`src/rtl/wb_trap_if.sv`:
```
// Bus bundle for wb_trap_ctrl: write-back commit, CSR access, interrupt lines
// and the redirect/flush/register-file outputs.
interface wb_trap_if #(
  parameter int DATA_W      = 32,
  parameter int RF_AW       = 5,
  parameter int NUM_EXT_IRQ = 4
);
  logic                   software_interrupt;
  logic                   timer_interrupt;
  logic [NUM_EXT_IRQ-1:0] external_interrupt;
  logic                   wb_valid;
  logic [DATA_W-1:0]      wb_pc;
  logic                   wb_reg_write;
  logic [RF_AW-1:0]       wb_reg_regid;
  logic [DATA_W-1:0]      wb_reg_writedata;
  logic                   wb_exception;
  logic [3:0]             wb_exc_code;
  logic [DATA_W-1:0]      wb_exc_tval;
  logic                   wb_mret;
  logic                   csr_write;
  logic [11:0]            csr_address;
  logic [DATA_W-1:0]      csr_writedata;
  logic [DATA_W-1:0]      csr_readdata;
  logic                   rf_write;
  logic [RF_AW-1:0]       rf_regid;
  logic [DATA_W-1:0]      rf_writedata;
  logic                   redirect;
  logic [DATA_W-1:0]      redirect_pc;
  logic                   flush;
  logic [3:0]             irq_claim_id;

  modport slave (
    input  software_interrupt, timer_interrupt, external_interrupt,
    input  wb_valid, wb_pc, wb_reg_write, wb_reg_regid, wb_reg_writedata,
    input  wb_exception, wb_exc_code, wb_exc_tval, wb_mret,
    input  csr_write, csr_address, csr_writedata,
    output csr_readdata, rf_write, rf_regid, rf_writedata,
    output redirect, redirect_pc, flush, irq_claim_id
  );

  modport master (
    output software_interrupt, timer_interrupt, external_interrupt,
    output wb_valid, wb_pc, wb_reg_write, wb_reg_regid, wb_reg_writedata,
    output wb_exception, wb_exc_code, wb_exc_tval, wb_mret,
    output csr_write, csr_address, csr_writedata,
    input  csr_readdata, rf_write, rf_regid, rf_writedata,
    input  redirect, redirect_pc, flush, irq_claim_id
  );
endinterface

```
`src/rtl/wb_trap_ctrl.sv`:
```
// Machine-mode trap controller at write-back: CSR file, trap/mret arbitration,
// registered fetch redirect and a fixed-length pipeline drain.
module wb_trap_ctrl #(
  parameter int DATA_W       = 32,
  parameter int RF_AW        = 5,
  parameter int NUM_EXT_IRQ  = 4,
  parameter int FLUSH_CYCLES = 3
) (
  input logic     clk,
  input logic     rst,
  wb_trap_if.slave bus
);
  typedef enum logic [1:0] {RUN, REDIRECT, DRAIN} state_t;

  localparam logic [11:0] A_MSTATUS  = 12'h300;
  localparam logic [11:0] A_MIE      = 12'h304;
  localparam logic [11:0] A_MTVEC    = 12'h305;
  localparam logic [11:0] A_MSCRATCH = 12'h340;
  localparam logic [11:0] A_MEPC     = 12'h341;
  localparam logic [11:0] A_MCAUSE   = 12'h342;
  localparam logic [11:0] A_MTVAL    = 12'h343;
  localparam logic [11:0] A_MIP      = 12'h344;

  state_t            r_state, w_state_nxt;
  logic [3:0]        r_cnt, w_cnt_nxt;
  logic              r_mstatus_mie, r_mstatus_mpie;
  logic              r_msie, r_mtie, r_meie;
  logic [DATA_W-1:0] r_mtvec, r_mscratch, r_mepc, r_mcause, r_mtval;
  logic              r_redirect;
  logic [DATA_W-1:0] r_redirect_pc;
  logic [3:0]        r_claim;

  logic              w_cand, w_meip, w_trap, w_intr, w_mret_go, w_csr_we;
  logic [3:0]        w_code, w_claim;
  logic [DATA_W-1:0] w_base, w_target, w_cause, w_mstatus, w_mie, w_mip;

  assign w_cand    = (r_state == RUN) && bus.wb_valid;
  assign w_meip    = |bus.external_interrupt;
  assign w_mret_go = w_cand && bus.wb_mret && !w_trap;
  assign w_csr_we  = w_cand && !w_trap && bus.csr_write;
  assign w_cause   = {w_intr, {(DATA_W-5){1'b0}}, w_code};
  assign w_base    = {r_mtvec[DATA_W-1:2], 2'b00};

  // Exception outranks every interrupt; among interrupts MEI > MSI > MTI.
  always_comb begin
    // NOTE: every always_comb output gets a default first so no path can infer a latch.
    w_trap = 1'b0;
    w_intr = 1'b0;
    w_code = 4'd0;
    if (w_cand) begin
      if (bus.wb_exception) begin
        w_trap = 1'b1;
        w_code = bus.wb_exc_code;
      end else if (r_mstatus_mie && r_meie && w_meip) begin
        w_trap = 1'b1; w_intr = 1'b1; w_code = 4'd11;
      end else if (r_mstatus_mie && r_msie && bus.software_interrupt) begin
        w_trap = 1'b1; w_intr = 1'b1; w_code = 4'd3;
      end else if (r_mstatus_mie && r_mtie && bus.timer_interrupt) begin
        w_trap = 1'b1; w_intr = 1'b1; w_code = 4'd7;
      end
    end
  end

  always_comb begin
    w_claim = 4'd0;
    for (int i = NUM_EXT_IRQ - 1; i >= 0; i--)
      if (bus.external_interrupt[i]) w_claim = 4'(i);
  end

  // Vectored mode only applies to interrupts; modes 2 and 3 behave as direct.
  always_comb begin
    w_target = r_mepc;
    if (w_trap) begin
      w_target = w_base;
      if (w_intr && r_mtvec[1:0] == 2'b01)
        w_target = w_base + {{(DATA_W-6){1'b0}}, w_code, 2'b00};
    end
  end

  always_comb begin
    w_state_nxt = r_state;
    w_cnt_nxt   = r_cnt;
    case (r_state)
      RUN:      if (w_trap || w_mret_go) w_state_nxt = REDIRECT;
      REDIRECT: begin
        w_state_nxt = DRAIN;
        w_cnt_nxt   = 4'(FLUSH_CYCLES - 1);
      end
      DRAIN:    if (r_cnt == 4'd0) w_state_nxt = RUN;
                else w_cnt_nxt = r_cnt - 4'd1;
      default:  w_state_nxt = RUN;
    endcase
  end

  always_ff @(posedge clk) begin
    // NOTE: sequential state uses non-blocking assignments so every flop samples pre-edge values.
    if (rst) begin
      r_state <= RUN;
      r_cnt   <= 4'd0;
    end else begin
      r_state <= w_state_nxt;
      r_cnt   <= w_cnt_nxt;
    end
  end

  // Later assignments win: mret overrides a same-cycle mstatus write.
  always_ff @(posedge clk) begin
    if (rst) begin
      r_mstatus_mie  <= 1'b0;
      r_mstatus_mpie <= 1'b0;
      r_msie         <= 1'b0;
      r_mtie         <= 1'b0;
      r_meie         <= 1'b0;
      r_mtvec        <= '0;
      r_mscratch     <= '0;
      r_mepc         <= '0;
      r_mcause       <= '0;
      r_mtval        <= '0;
      r_redirect     <= 1'b0;
      r_redirect_pc  <= '0;
      r_claim        <= 4'd0;
    end else begin
      if (w_csr_we) begin
        case (bus.csr_address)
          A_MSTATUS: begin
            r_mstatus_mie  <= bus.csr_writedata[3];
            r_mstatus_mpie <= bus.csr_writedata[7];
          end
          A_MIE: begin
            r_msie <= bus.csr_writedata[3];
            r_mtie <= bus.csr_writedata[7];
            r_meie <= bus.csr_writedata[11];
          end
          A_MTVEC:    r_mtvec    <= bus.csr_writedata;
          A_MSCRATCH: r_mscratch <= bus.csr_writedata;
          A_MEPC:     r_mepc     <= {bus.csr_writedata[DATA_W-1:2], 2'b00};
          A_MCAUSE:   r_mcause   <= bus.csr_writedata;
          A_MTVAL:    r_mtval    <= bus.csr_writedata;
          default: ;
        endcase
      end
      if (w_mret_go) begin
        r_mstatus_mie  <= r_mstatus_mpie;
        r_mstatus_mpie <= 1'b1;
      end
      if (w_trap) begin
        r_mepc         <= {bus.wb_pc[DATA_W-1:2], 2'b00};
        r_mcause       <= w_cause;
        r_mtval        <= w_intr ? '0 : bus.wb_exc_tval;
        r_mstatus_mpie <= r_mstatus_mie;
        r_mstatus_mie  <= 1'b0;
        if (w_intr && w_code == 4'd11) r_claim <= w_claim;
      end
      r_redirect <= w_trap || w_mret_go;
      if (w_trap || w_mret_go) r_redirect_pc <= w_target;
    end
  end

  always_comb begin
    w_mstatus        = '0;
    w_mstatus[3]     = r_mstatus_mie;
    w_mstatus[7]     = r_mstatus_mpie;
    w_mstatus[12:11] = 2'b11;
    w_mie            = '0;
    w_mie[3]         = r_msie;
    w_mie[7]         = r_mtie;
    w_mie[11]        = r_meie;
    w_mip            = '0;
    w_mip[3]         = bus.software_interrupt;
    w_mip[7]         = bus.timer_interrupt;
    w_mip[11]        = w_meip;
  end

  always_comb begin
    case (bus.csr_address)
      A_MSTATUS:  bus.csr_readdata = w_mstatus;
      A_MIE:      bus.csr_readdata = w_mie;
      A_MTVEC:    bus.csr_readdata = r_mtvec;
      A_MSCRATCH: bus.csr_readdata = r_mscratch;
      A_MEPC:     bus.csr_readdata = r_mepc;
      A_MCAUSE:   bus.csr_readdata = r_mcause;
      A_MTVAL:    bus.csr_readdata = r_mtval;
      A_MIP:      bus.csr_readdata = w_mip;
      default:    bus.csr_readdata = '0;
    endcase
  end

  assign bus.rf_write     = w_cand && bus.wb_reg_write && (bus.wb_reg_regid != '0)
                            && !w_trap && !bus.wb_mret;
  assign bus.rf_regid     = bus.wb_reg_regid;
  assign bus.rf_writedata = bus.wb_reg_writedata;
  assign bus.redirect     = r_redirect;
  assign bus.redirect_pc  = r_redirect_pc;
  assign bus.flush        = (r_state != RUN);
  assign bus.irq_claim_id = r_claim;
endmodule

```
`src/flat_wrapper.sv`:
```
// flat-port wrapper written by rule: the top's interface ports become plain ports
module wb_trap_ctrl_flat 
#(
  parameter int DATA_W       = 32,
  parameter int RF_AW        = 5,
  parameter int NUM_EXT_IRQ  = 4,
  parameter int FLUSH_CYCLES = 3
)
  (clk, rst, bus_software_interrupt, bus_timer_interrupt, bus_external_interrupt, bus_wb_valid, bus_wb_pc, bus_wb_reg_write, bus_wb_reg_regid, bus_wb_reg_writedata, bus_wb_exception, bus_wb_exc_code, bus_wb_exc_tval, bus_wb_mret, bus_csr_write, bus_csr_address, bus_csr_writedata, bus_csr_readdata, bus_rf_write, bus_rf_regid, bus_rf_writedata, bus_redirect, bus_redirect_pc, bus_flush, bus_irq_claim_id);
  wb_trap_if #(.DATA_W(DATA_W), .RF_AW(RF_AW), .NUM_EXT_IRQ(NUM_EXT_IRQ)) bus_i ();
  input logic clk;
  input logic rst;
  input wire logic [$bits(bus_i.software_interrupt)-1:0] bus_software_interrupt;
  input wire logic [$bits(bus_i.timer_interrupt)-1:0] bus_timer_interrupt;
  input wire logic [$bits(bus_i.external_interrupt)-1:0] bus_external_interrupt;
  input wire logic [$bits(bus_i.wb_valid)-1:0] bus_wb_valid;
  input wire logic [$bits(bus_i.wb_pc)-1:0] bus_wb_pc;
  input wire logic [$bits(bus_i.wb_reg_write)-1:0] bus_wb_reg_write;
  input wire logic [$bits(bus_i.wb_reg_regid)-1:0] bus_wb_reg_regid;
  input wire logic [$bits(bus_i.wb_reg_writedata)-1:0] bus_wb_reg_writedata;
  input wire logic [$bits(bus_i.wb_exception)-1:0] bus_wb_exception;
  input wire logic [$bits(bus_i.wb_exc_code)-1:0] bus_wb_exc_code;
  input wire logic [$bits(bus_i.wb_exc_tval)-1:0] bus_wb_exc_tval;
  input wire logic [$bits(bus_i.wb_mret)-1:0] bus_wb_mret;
  input wire logic [$bits(bus_i.csr_write)-1:0] bus_csr_write;
  input wire logic [$bits(bus_i.csr_address)-1:0] bus_csr_address;
  input wire logic [$bits(bus_i.csr_writedata)-1:0] bus_csr_writedata;
  output wire logic [$bits(bus_i.csr_readdata)-1:0] bus_csr_readdata;
  output wire logic [$bits(bus_i.rf_write)-1:0] bus_rf_write;
  output wire logic [$bits(bus_i.rf_regid)-1:0] bus_rf_regid;
  output wire logic [$bits(bus_i.rf_writedata)-1:0] bus_rf_writedata;
  output wire logic [$bits(bus_i.redirect)-1:0] bus_redirect;
  output wire logic [$bits(bus_i.redirect_pc)-1:0] bus_redirect_pc;
  output wire logic [$bits(bus_i.flush)-1:0] bus_flush;
  output wire logic [$bits(bus_i.irq_claim_id)-1:0] bus_irq_claim_id;
  assign bus_i.software_interrupt = bus_software_interrupt;
  assign bus_i.timer_interrupt = bus_timer_interrupt;
  assign bus_i.external_interrupt = bus_external_interrupt;
  assign bus_i.wb_valid = bus_wb_valid;
  assign bus_i.wb_pc = bus_wb_pc;
  assign bus_i.wb_reg_write = bus_wb_reg_write;
  assign bus_i.wb_reg_regid = bus_wb_reg_regid;
  assign bus_i.wb_reg_writedata = bus_wb_reg_writedata;
  assign bus_i.wb_exception = bus_wb_exception;
  assign bus_i.wb_exc_code = bus_wb_exc_code;
  assign bus_i.wb_exc_tval = bus_wb_exc_tval;
  assign bus_i.wb_mret = bus_wb_mret;
  assign bus_i.csr_write = bus_csr_write;
  assign bus_i.csr_address = bus_csr_address;
  assign bus_i.csr_writedata = bus_csr_writedata;
  assign bus_csr_readdata = bus_i.csr_readdata;
  assign bus_rf_write = bus_i.rf_write;
  assign bus_rf_regid = bus_i.rf_regid;
  assign bus_rf_writedata = bus_i.rf_writedata;
  assign bus_redirect = bus_i.redirect;
  assign bus_redirect_pc = bus_i.redirect_pc;
  assign bus_flush = bus_i.flush;
  assign bus_irq_claim_id = bus_i.irq_claim_id;
  wb_trap_ctrl #(.DATA_W(DATA_W), .RF_AW(RF_AW), .NUM_EXT_IRQ(NUM_EXT_IRQ), .FLUSH_CYCLES(FLUSH_CYCLES)) u_core (.clk(clk), .rst(rst), .bus(bus_i));
endmodule
```
`config.mk`:
```
export PLATFORM = sky130hd
export DESIGN_NAME = wb_trap_ctrl_flat
export DESIGN_NICKNAME = d
export VERILOG_FILES = /design/src/rtl/wb_trap_if.sv /design/src/rtl/wb_trap_ctrl.sv /design/src/flat_wrapper.sv
export SDC_FILE = /design/constraint.sdc
export NUM_CORES = 1
export LEC_CHECK = 0
export ABC_AREA = 1
export BUFFER_PORTS_ARGS = -buffer_cell sky130_fd_sc_hd__buf_4
export CORE_UTILIZATION = 54
export CTS_BUF_LIST = sky130_fd_sc_hd__clkbuf_8 sky130_fd_sc_hd__clkbuf_16
export CTS_CLUSTER_DIAMETER = 100
export CTS_CLUSTER_SIZE = 24
export DETAILED_ROUTE_END_ITERATION = 10
export PLACE_DENSITY = 0.8
export SETUP_SLACK_MARGIN = 0.15
export SLEW_MARGIN = 15
export SYNTH_ARGS = -nofsm -noshare
export SYNTH_HDL_FRONTEND = slang
export SYNTH_SLANG_ARGS = --single-unit
```
`constraint.sdc`:
```
create_clock -name clk -period 4.25 [get_ports clk]
set_input_delay 0.85 -clock clk [delete_from_list [all_inputs] [get_ports clk]]
set_output_delay 0.85 -clock clk [all_outputs]
set_load 0.03 [all_outputs]
```
# After elaboration in Yosys (flattened, before gate mapping)

Index checks and enable logic that the tools add are counted.

Add/subtract/negate cells: 2
Multiply operators: 0
Divide/modulo/power cells: 0
$lt $le $gt $ge: 0
Equality and inequality tests: 15
Shift-type cells: 0
Muxes and demuxes: 41
Bitwise logic cells: 0
Reductions and logical operators: 47

Operators with widths:

| operator             | number |
|---|---|
| $mux 32              | 12 |
| $pmux 32 s8          | 1 |
| $eq 12x10->1 const B | 8 |
| $add 32x6->32        | 1 |
| $reduce_and 2->1     | 12 |
| $mux 4               | 5 |
| $logic_and 1x1->1    | 17 |
| $reduce_bool 2->1    | 8 |
| $mux 1               | 14 |
| $mux 2               | 6 |
| $pmux 4 s2           | 1 |
| $pmux 2 s3           | 1 |
| $reduce_bool 3->1    | 2 |
| $reduce_bool 5->1    | 1 |
| $eq 2x1->1 const B   | 2 |
| $eq 4x4->1 const B   | 1 |
| $logic_not 4->1      | 1 |
| $ne 2x2->1 const B   | 2 |
| $reduce_or 4->1      | 1 |
| $sub 4x1->4 const B  | 1 |
| $mux 3               | 1 |
| $eq 2x2->1 const B   | 1 |
| $logic_not 1->1      | 2 |
| $logic_not 2->1      | 1 |
| other kinds (3)      | 3 |

Flip-flop bits (word level): 206
Bits in latches: 0
Bits in writable memories: 0
Memory bits (read-only): 0
Logic and storage cells: 121
Memories: 0

# Depth between registers and ports, before layout

Gate-level depths: netlist of the first run.

Depth after elaboration: 13
Depth in mapped cells: 23

# Worst setup path after synthesis of the first run

Ideal clock, no wire load.

Kind: in2reg
From: input port bus_external_interrupt[1]
To: register u_core.r_redirect_pc[24] (netlist: u_core.bus.redirect_pc[24])
Setup time: 0.070 ns
Arrival: 3.199 ns
Data required time: 4.180 ns
Slack: 0.980 ns
Cell stages on the path: 22
Path buffers: 1
Cells stage by stage: nor2_1 > nand2_1 > a21oi_1 > nand2_1 > nand2_1 > inv_2 > buf_2 > o21ai_0 > inv_1 > ha_1 > fa_1 > nand2_1 > inv_1 > a21oi_1 > nor2_1 > nand2_1 > nand2_1 > nand2_1 > nand2_1 > o21ai_0 > nand2_1 > a21oi_1

Cells in the longest elaborated chain, start to end: 8
Elaborated cells on any way between the ends: 17

Ends and longest elaborated chain:

| what                                                | line                                    | RTL |
|---|---|---|
| start: declaration                                  | flat_wrapper.sv:15                      | `input wire logic [$bits(bus_i.external_interrupt)-1:0] bus_external_interrupt;` |
| $reduce_or 4->1 (*)                                 | wb_trap_ctrl.sv:38                      | `assign w_meip = \|bus.external_interrupt;` |
| $logic_and 1x1->1 (*)                               | wb_trap_ctrl.sv:54                      | `end else if (r_mstatus_mie && r_meie && w_meip) begin` |
| $mux 4 / $mux 1 (equally long branches)             | wb_trap_ctrl.sv:54                      |  |
| $mux 4 / $mux 1 (equally long branches)             | wb_trap_ctrl.sv:51                      | `if (bus.wb_exception) begin` |
| $mux 4 / $mux 1 (equally long branches)             | wb_trap_ctrl.sv:50                      | `if (w_cand) begin` |
| $add 32x6->32 (tied with other cells)               | wb_trap_ctrl.sv:76                      | `w_target = w_base + {{(DATA_W-6){1'b0}}, w_code, 2'b00};` |
| $mux 32 / $logic_and 1x1->1 (equally long branches) | wb_trap_ctrl.sv:75, wb_trap_ctrl.sv:39  |  |
| $mux 32 / $logic_or 1x1->1 (equally long branches)  | wb_trap_ctrl.sv:73, wb_trap_ctrl.sv:155 |  |
| end signal: assignment                              | wb_trap_ctrl.sv:155                     | `if (w_trap \|\| w_mret_go) r_redirect_pc <= w_target;` |
| end: declaration                                    | wb_trap_ctrl.sv:30                      | `logic [DATA_W-1:0] r_redirect_pc;` |

Mark *: on every way between the ends. The rest lies on a longest branch, timed or not.
A chain may end at the register's enable or synchronous reset.

# Final worst setup path of the first run

From: input port bus_csr_address[7]
To: output port bus_csr_readdata[11]

Cells in the longest elaborated chain, start to end: 2
Elaborated cells on any way between the ends: 9

Ends and longest elaborated chain:

| what               | line                | RTL |
|---|---|---|
| start: declaration | flat_wrapper.sv:26  | `input wire logic [$bits(bus_i.csr_address)-1:0] bus_csr_address;` |
| $eq 12x10->1       | wb_trap_ctrl.sv:175 | `case (bus.csr_address)` |
| $pmux 32 s8 (*)    | wb_trap_ctrl.sv:175 |  |
| end: declaration   | flat_wrapper.sv:28  | `output wire logic [$bits(bus_i.csr_readdata)-1:0] bus_csr_readdata;` |

Marks and branches as above.

==> flow_summary.ini, run 1 <==
[timing]
finalHoldViolations = 0
setup_viol = 0
setup_tns_ns = 0
relSlewSlack_pct = 23.3
finalMaxSlewViolations = 0
fmax_mhz = 266
rsz0062_at_grt = false
fin_crit_sh_pct = 88.6
period_needed_ns = 3.76
fin_worst_skew_ns = 0.0257
worst_pin_slew_ns = 1.15

[detailed_routing]
final_antenna_net_count = 0
post_drt_wl_per_cell_um = 17.8
drt_iter0_drc = 1316
drt-total-wl_um = 37100
vias_per_cell = 5.76
dr.pass1.iters = 6
vias = 11994
drc = 0

[clock_tree]
cts_setup_buffers = 0
clk_latency_ns = 0.49
ctsLongestPathBuffers = 3
cts_root_buffer = clkbuf_16
cts_resized = 0
clkTransAtPathRegs_ns = 0.08
h-tree-depth = 1
cts_hold_buffers = 0
cts_sinks = 202
cts_made_buffers = 12
cts_tree = built

[synthesis]
yosys_most_used_dff = dfxtp_1
synth_area_leaders = dfxtp_1 (36%), nand2_1 (14%), a21oi_1 (11%), nand3_1 (9.6%), o21ai_0 (4.9%)
synth-edff-count = 0
ys_seq_elements = 202
netlist_instances = 1716
yosys_warnings = 0
netlist_area_mm2 = 0.0112
synth_top_area_share_pct = 36.1
ys_types = 40
synth_area_per_cell_um2 = 6.53
synth_area_leader_cell = dfxtp_1
synth-async-reset-ratio_pct = 0
ys_seq_area_share_pct = 36.1

[setup_path]
cp_max_fo = 25
cp_slowest_stage_delay_ns = 0.41
cp_top_family = simple AND/OR/NAND/NOR gates
crit_arrival_ns = 2.91
criticalPathCategory = in -> out
required_ns = 3.40
cp-end-kind = output pin
cp_cell_sequence = buf_4, nor3_2, nand2_1, nor2_2, nand4_1, inv_2, nand2_1, nand2_1, nor2_1, a21oi_1, buf_4
timing.rr.start = u_core.r_mstatus_mie$_SDFFE_PP0P_
cp_slowest_cell = inv_2
critPathBufInv = 3
startpoint = bus_csr_address[7]
startpoint_type = input port
critPathMostFrequentCell = nand2_1

[placed_design]
placed_cell_area_mm2 = 0.0125
dpl.hpwl_um = 27300
place_congestion = 0.963
io_buffers = 199

[floorplan]
start_util_pct = 55.2
num_rows = 52
die_w_um = 146
fp.dieArea_mm2 = 0.0213
core-area_mm2 = 0.0203
io_pins = 270
die_h_um = 146

[final_layout]
diodes = 0
syn2layout_area_growth_pct = 14.5
fin_nets = 1981
final_area_mm2 = 0.0128
fin_util_pct = 63.2
drive_above_1_share_pct = 16.0

[power_and_ir_drop]
irDropWorstVdd_mv = 0.268
p_int_uw = 2620
p_clk_share_pct = 32.9
p_comb_share_pct = 12.3
seqPwrFrac_pct = 54.8
p_per_area_mw_per_mm2 = 281
switching_share_pct = 27.2
power.leakage_uw = 0.00550
p_sw_uw = 979

[grt]
grt_pass1_wl_um = 58800
grt_use_total_pct = 34.5
grt_pass1_vias = 10665
grt_overflow = 0
grt_max_degree = 165
antenna_found_initial = 0

[flow_run]
maxCapViolations = 0

[outcome]
status = finished clean

[min_path]
hold_path.class = reg -> reg
min-delay-start = u_core.r_mcause[3]$_SDFFE_PP0P_
-- synth_stat cells, types with 2 or more instances --
cell type	instances
nand2_1	424
a21oi_1	242
nand3_1	216
dfxtp_1	202
nor2_1	140
inv_1	127
o21ai_0	110
buf_4	48
clkbuf_1	48
buf_2	41
a211oi_2	23
nand4_1	11
nor3_1	9
a211oi_1	7
a31oi_1	6
nor2_2	6
ha_1	5
inv_2	5
nand2_2	5
nor2_4	4
xor2_1	4
buf_1	3
buf_6	3
nor3_2	3
nor4_1	3
o211ai_1	3
o21ai_1	3
clkbuf_2	2
o22ai_1	2
-- metrics by stage --
step / instances / setup WS [ns] / hold slack, ns / power, µW
6_report: 2083 / 0.486 / 0.473 / 3600
5_1_grt: 2083 / 0.314 / 0.508 / 3720
4_1_cts: 2083 / 0.545 / 0.476 / 3610
3_5_place_dp: 2069 / 0.368 / 0.465 / 2450
3_3_place_gp: 2069 / 0.387 / 0.453 / 2440
2_1_floorplan: 1719 / 0.980 / 0.439 / 2310
-- routing by layer --
metal / up-vias / track usage [%] / part of all wire (%)
li1: 5807 / - / -
met1: 5424 / 53.8 / 45
met2: 704 / 50.3 / 42
met3: 59 / 5.06 / 11
met4: 0 / 6.15 / 1.6
met5: - / 0 / 0
-- flip-flops by register name (all words and copies together) (netlist names) --
name,cells
u_core.bus.redirect_pc,30
u_core.r_meie,1
u_core.r_mtvec,32
u_core.r_cnt,4
u_core.bus.irq_claim_id,2
u_core.r_mepc,30
u_core.bus.redirect,1
u_core.r_mtval,32
u_core.r_mcause,32
u_core.r_mstatus_mpie,1
u_core.r_state,2
u_core.r_mtie,1
u_core.r_msie,1
u_core.r_mscratch,32
u_core.r_mstatus_mie,1
-- area by class of cell --
type / instances / area [µm²]
sequential: 202 / 4040
tap: 270 / 338
multi-input combinational: 1239 / 5880
inverter: 133 / 500
clock inverter: 2 / 32.5
fill: 1956 / 7460
clock buffer: 12 / 300
timing repair buffer: 225 / 1740
-- cell usage in the layout (no fill, tap or decap), drive strengths merged, types with 30 or more instances in the layout --
master  synthesis  layout
nand2         429     429
a21oi         243     243
buf            95     225
nand3         216     216
dfxtp         202     202
nor2          150     150
inv           132     133
o21ai         113     113
a211oi         30      30
-- cell families (layout without fill, tap and decap cells) --
logic type	after synthesis	after routing	share of synthesized area, %
xor gates and xnor gates	5	5	0.391
other	1	4	0.0335
buffers and inverters	278	372	11.6
and+or+nand+nor	824	824	31.3
adders and majority gates	6	6	0.737
DFF	202	202	36.1
AOI/OAI and AO/OA	400	400	19.8
-- power by group through the flow --
stage	combinational (µW)	sequential, µW	clock [µW]
5_1_grt	483	1980	1260
4_1_cts	437	1970	1200
2_1_floorplan	307	2000	0
3_5_place_dp	435	2010	0
6_report	444	1970	1190
3_3_place_gp	429	2010	0
-- tightest hold or removal path, stage by stage, from the launching register on --
cell     delay, ns
dfxtp_1       0.32
nand2_1       0.06
a21oi_1       0.05
-- worst paths after layout --
path | slack (ns) | cells after the start | to
setup / recovery | 0.49 | 11 | bus_csr_readdata[11]
hold / removal | 0.47 | 2 | u_core.r_mcause[3]$_SDFFE_PP0P_
setup reg to reg | 1.02 | 21 | u_core.bus.redirect_pc[24]$_SDFFE_PP0P_
hold reg to reg | 0.47 | 2 | u_core.r_mcause[3]$_SDFFE_PP0P_
No activity file was read; power rests on OpenSTA's default activity.
==> run 2, diff against run 1 <==
CORE_UTILIZATION = 49   (was 54)
PLACE_DENSITY = 0.77   (was 0.8)
SETUP_SLACK_MARGIN = 0.02   (was 0.15)
clock period = 3.4 ns   (was 4.25 ns; I/O delays follow)
==> run 2 against run 1 <==
Compared with the run above:
- critical endpoint is now bus_csr_readdata[10]
- largest power group unchanged
- via count fell by 0.44%
- cell count rose by 1.5%
- largest cell class unchanged
- clock power rose by 29%
- design area rose by 1.8%
==> flow_summary.ini, run 2 (synthesis results as in run 1) <==
[detailed_routing]
final_antenna_net_count = 0
vias_per_cell = 5.65
vias = 11941
post_drt_wl_per_cell_um = 17.9
dr.pass1.iters = 5
drt_iter0_drc = 1115
drt-total-wl_um = 37800
drc = 0

[clock_tree]
clkTransAtPathRegs_ns = 0.10
cts_tree = built
clk_latency_ns = 0.48
h-tree-depth = 1
ctsLongestPathBuffers = 3
cts_made_buffers = 12
cts_hold_buffers = 0
cts_sinks = 202
cts_root_buffer = clkbuf_16

[power_and_ir_drop]
irDropWorstVdd_mv = 0.251
p_sw_uw = 1240
p_per_area_mw_per_mm2 = 350
seqPwrFrac_pct = 53.9
p_comb_share_pct = 12.6
switching_share_pct = 27.2
power.leakage_uw = 0.00562
p_int_uw = 3330
p_clk_share_pct = 33.5

[setup_path]
cp-end-kind = output pin
critPathBufInv = 4
cp_max_fo = 32
timing.rr.start = u_core.r_mstatus_mie$_SDFFE_PP0P_
crit_arrival_ns = 2.57
criticalPathCategory = in -> out
required_ns = 2.72
cp_slowest_stage_delay_ns = 0.24
startpoint = bus_csr_address[3]
critPathMostFrequentCell = nand2_1
cp_slowest_cell = a21oi_1
cp_cell_sequence = buf_4, nor2_2, nand2_1, nor3_4, nand2_1, inv_1, buf_12, nand2_1, o21ai_0, a21oi_1, a21oi_1, buf_4
cp_top_family = simple AND/OR/NAND/NOR gates
reg2reg_depth = 22
cp-endpoint = bus_csr_readdata[10]
startpoint_type = input port
rr_endpoint = u_core.bus.redirect_pc[24]$_SDFFE_PP0P_
r2r_slack_ns = 0.55
cp_num_cells = 12

[floorplan]
die_h_um = 153
start_util_pct = 50.7
num_rows = 54
die_w_um = 153
core-area_mm2 = 0.0221
fp.dieArea_mm2 = 0.0235
io_pins = 270

[final_layout]
drive_above_1_share_pct = 17.0
syn2layout_area_growth_pct = 16.6
area.sequential_mm2 = 0.00404
layout_commonest_cell = nand2_1
fillCellCount = 2165
diodes = 0
multi_input_area_mm2 = 0.00589
final_cell_mix = nand2_1 (423), a21oi_1 (242), buf_4 (239)
fin_nets = 2002

[grt]
grt_overflow = 0
antenna_found_initial = 0
grt_use_total_pct = 31.7
grt_max_degree = 75
grt_pass1_wl_um = 58900
grt_pass1_vias = 10702

[placed_design]
io_buffers = 199
place_congestion = 0.952
dpl.hpwl_um = 28000

[timing]
relSlewSlack_pct = 39.8
setup_tns_ns = 0
period_needed_ns = 3.25
fin_worst_skew_ns = 0.0191
fmax_mhz = 308
rsz0062_at_grt = false
finalHoldViolations = 0
finalMaxSlewViolations = 0
fin_crit_sh_pct = 95.5
whs_ns = 0.463
setup_viol = 0
worst_pin_slew_ns = 0.903

[outcome]
status = finished clean

[flow_run]
maxCapViolations = 0

[min_path]
hold_path.class = in -> reg
run 2: cell type report:
class	count	share of cell area [%]
clock buffer	13	2.49
clock inverter	1	0.125
inverter	133	3.83
multi-input combinational	1239	45.1
sequential	202	31.0
tap	280	2.68
timing repair buffer	246	14.8
run 2: power by group through the flow:
stage	Clock (µW)	Sequential, µW	Combinational (µW)
final	1530	2470	576
after global routing	1620	2470	628
after CTS	1550	2460	566
after detailed placement	0	2520	564
after global placement	0	2520	555
after floorplan	0	2510	384
run 2: worst min-delay path, cell delays in order:
cell	delay, ns
buf_4	0.08
a21oi_1	0.05
a21oi_1	0.10
run 2: how the worst min path moves through the flow:
stage                                     from                              end  slack (ns)  cells past startpoint
2_1_floorplan  u_core.r_mcause[3]$_SDFFE_PP0P_  u_core.r_mcause[3]$_SDFFE_PP0P_        0.44                      2
3_3_place_gp   u_core.r_mcause[3]$_SDFFE_PP0P_  u_core.r_mcause[3]$_SDFFE_PP0P_        0.45                      2
3_5_place_dp   u_core.r_mcause[3]$_SDFFE_PP0P_  u_core.r_mcause[3]$_SDFFE_PP0P_        0.46                      2
4_1_cts                           bus_wb_pc[3]    u_core.r_mepc[3]$_SDFFE_PP0P_        0.46                      3
5_1_grt                          bus_wb_pc[25]   u_core.r_mepc[25]$_SDFFE_PP0P_        0.47                      3
6_report                          bus_wb_pc[3]    u_core.r_mepc[3]$_SDFFE_PP0P_        0.46                      3
run 2: timing repair:
action                                 CTS  global route
endpoints found under the hold margin    0             0
setup buffers                            0             0
setup endpoints to repair                0             3
gates resized for setup                  0             2
run 2: stage by stage:
stage               worst slack (ns)  cells  util (%)  instance area [µm²]  total power [µW]
CTS                            0.161   2114      59.1                13100              4570
detailed placement            0.0920   2100      57.5                12700              3080
finish                         0.154   2114      59.1                13100              4580
floorplan                      0.300   1719         -                11200              2890
global placement               0.163   2100      57.5                12700              3070
global route                  0.0330   2114      59.1                13100              4720
run 2: layer usage:
layer / track usage, % / vias up / share of wire [%]
met4: 6.78 / 0 / 1.7
met3: 5.84 / 45 / 10
met1: 48.3 / 5473 / 47
li1: - / 5857 / -
met5: 0 / - / 0
met2: 45.8 / 566 / 41
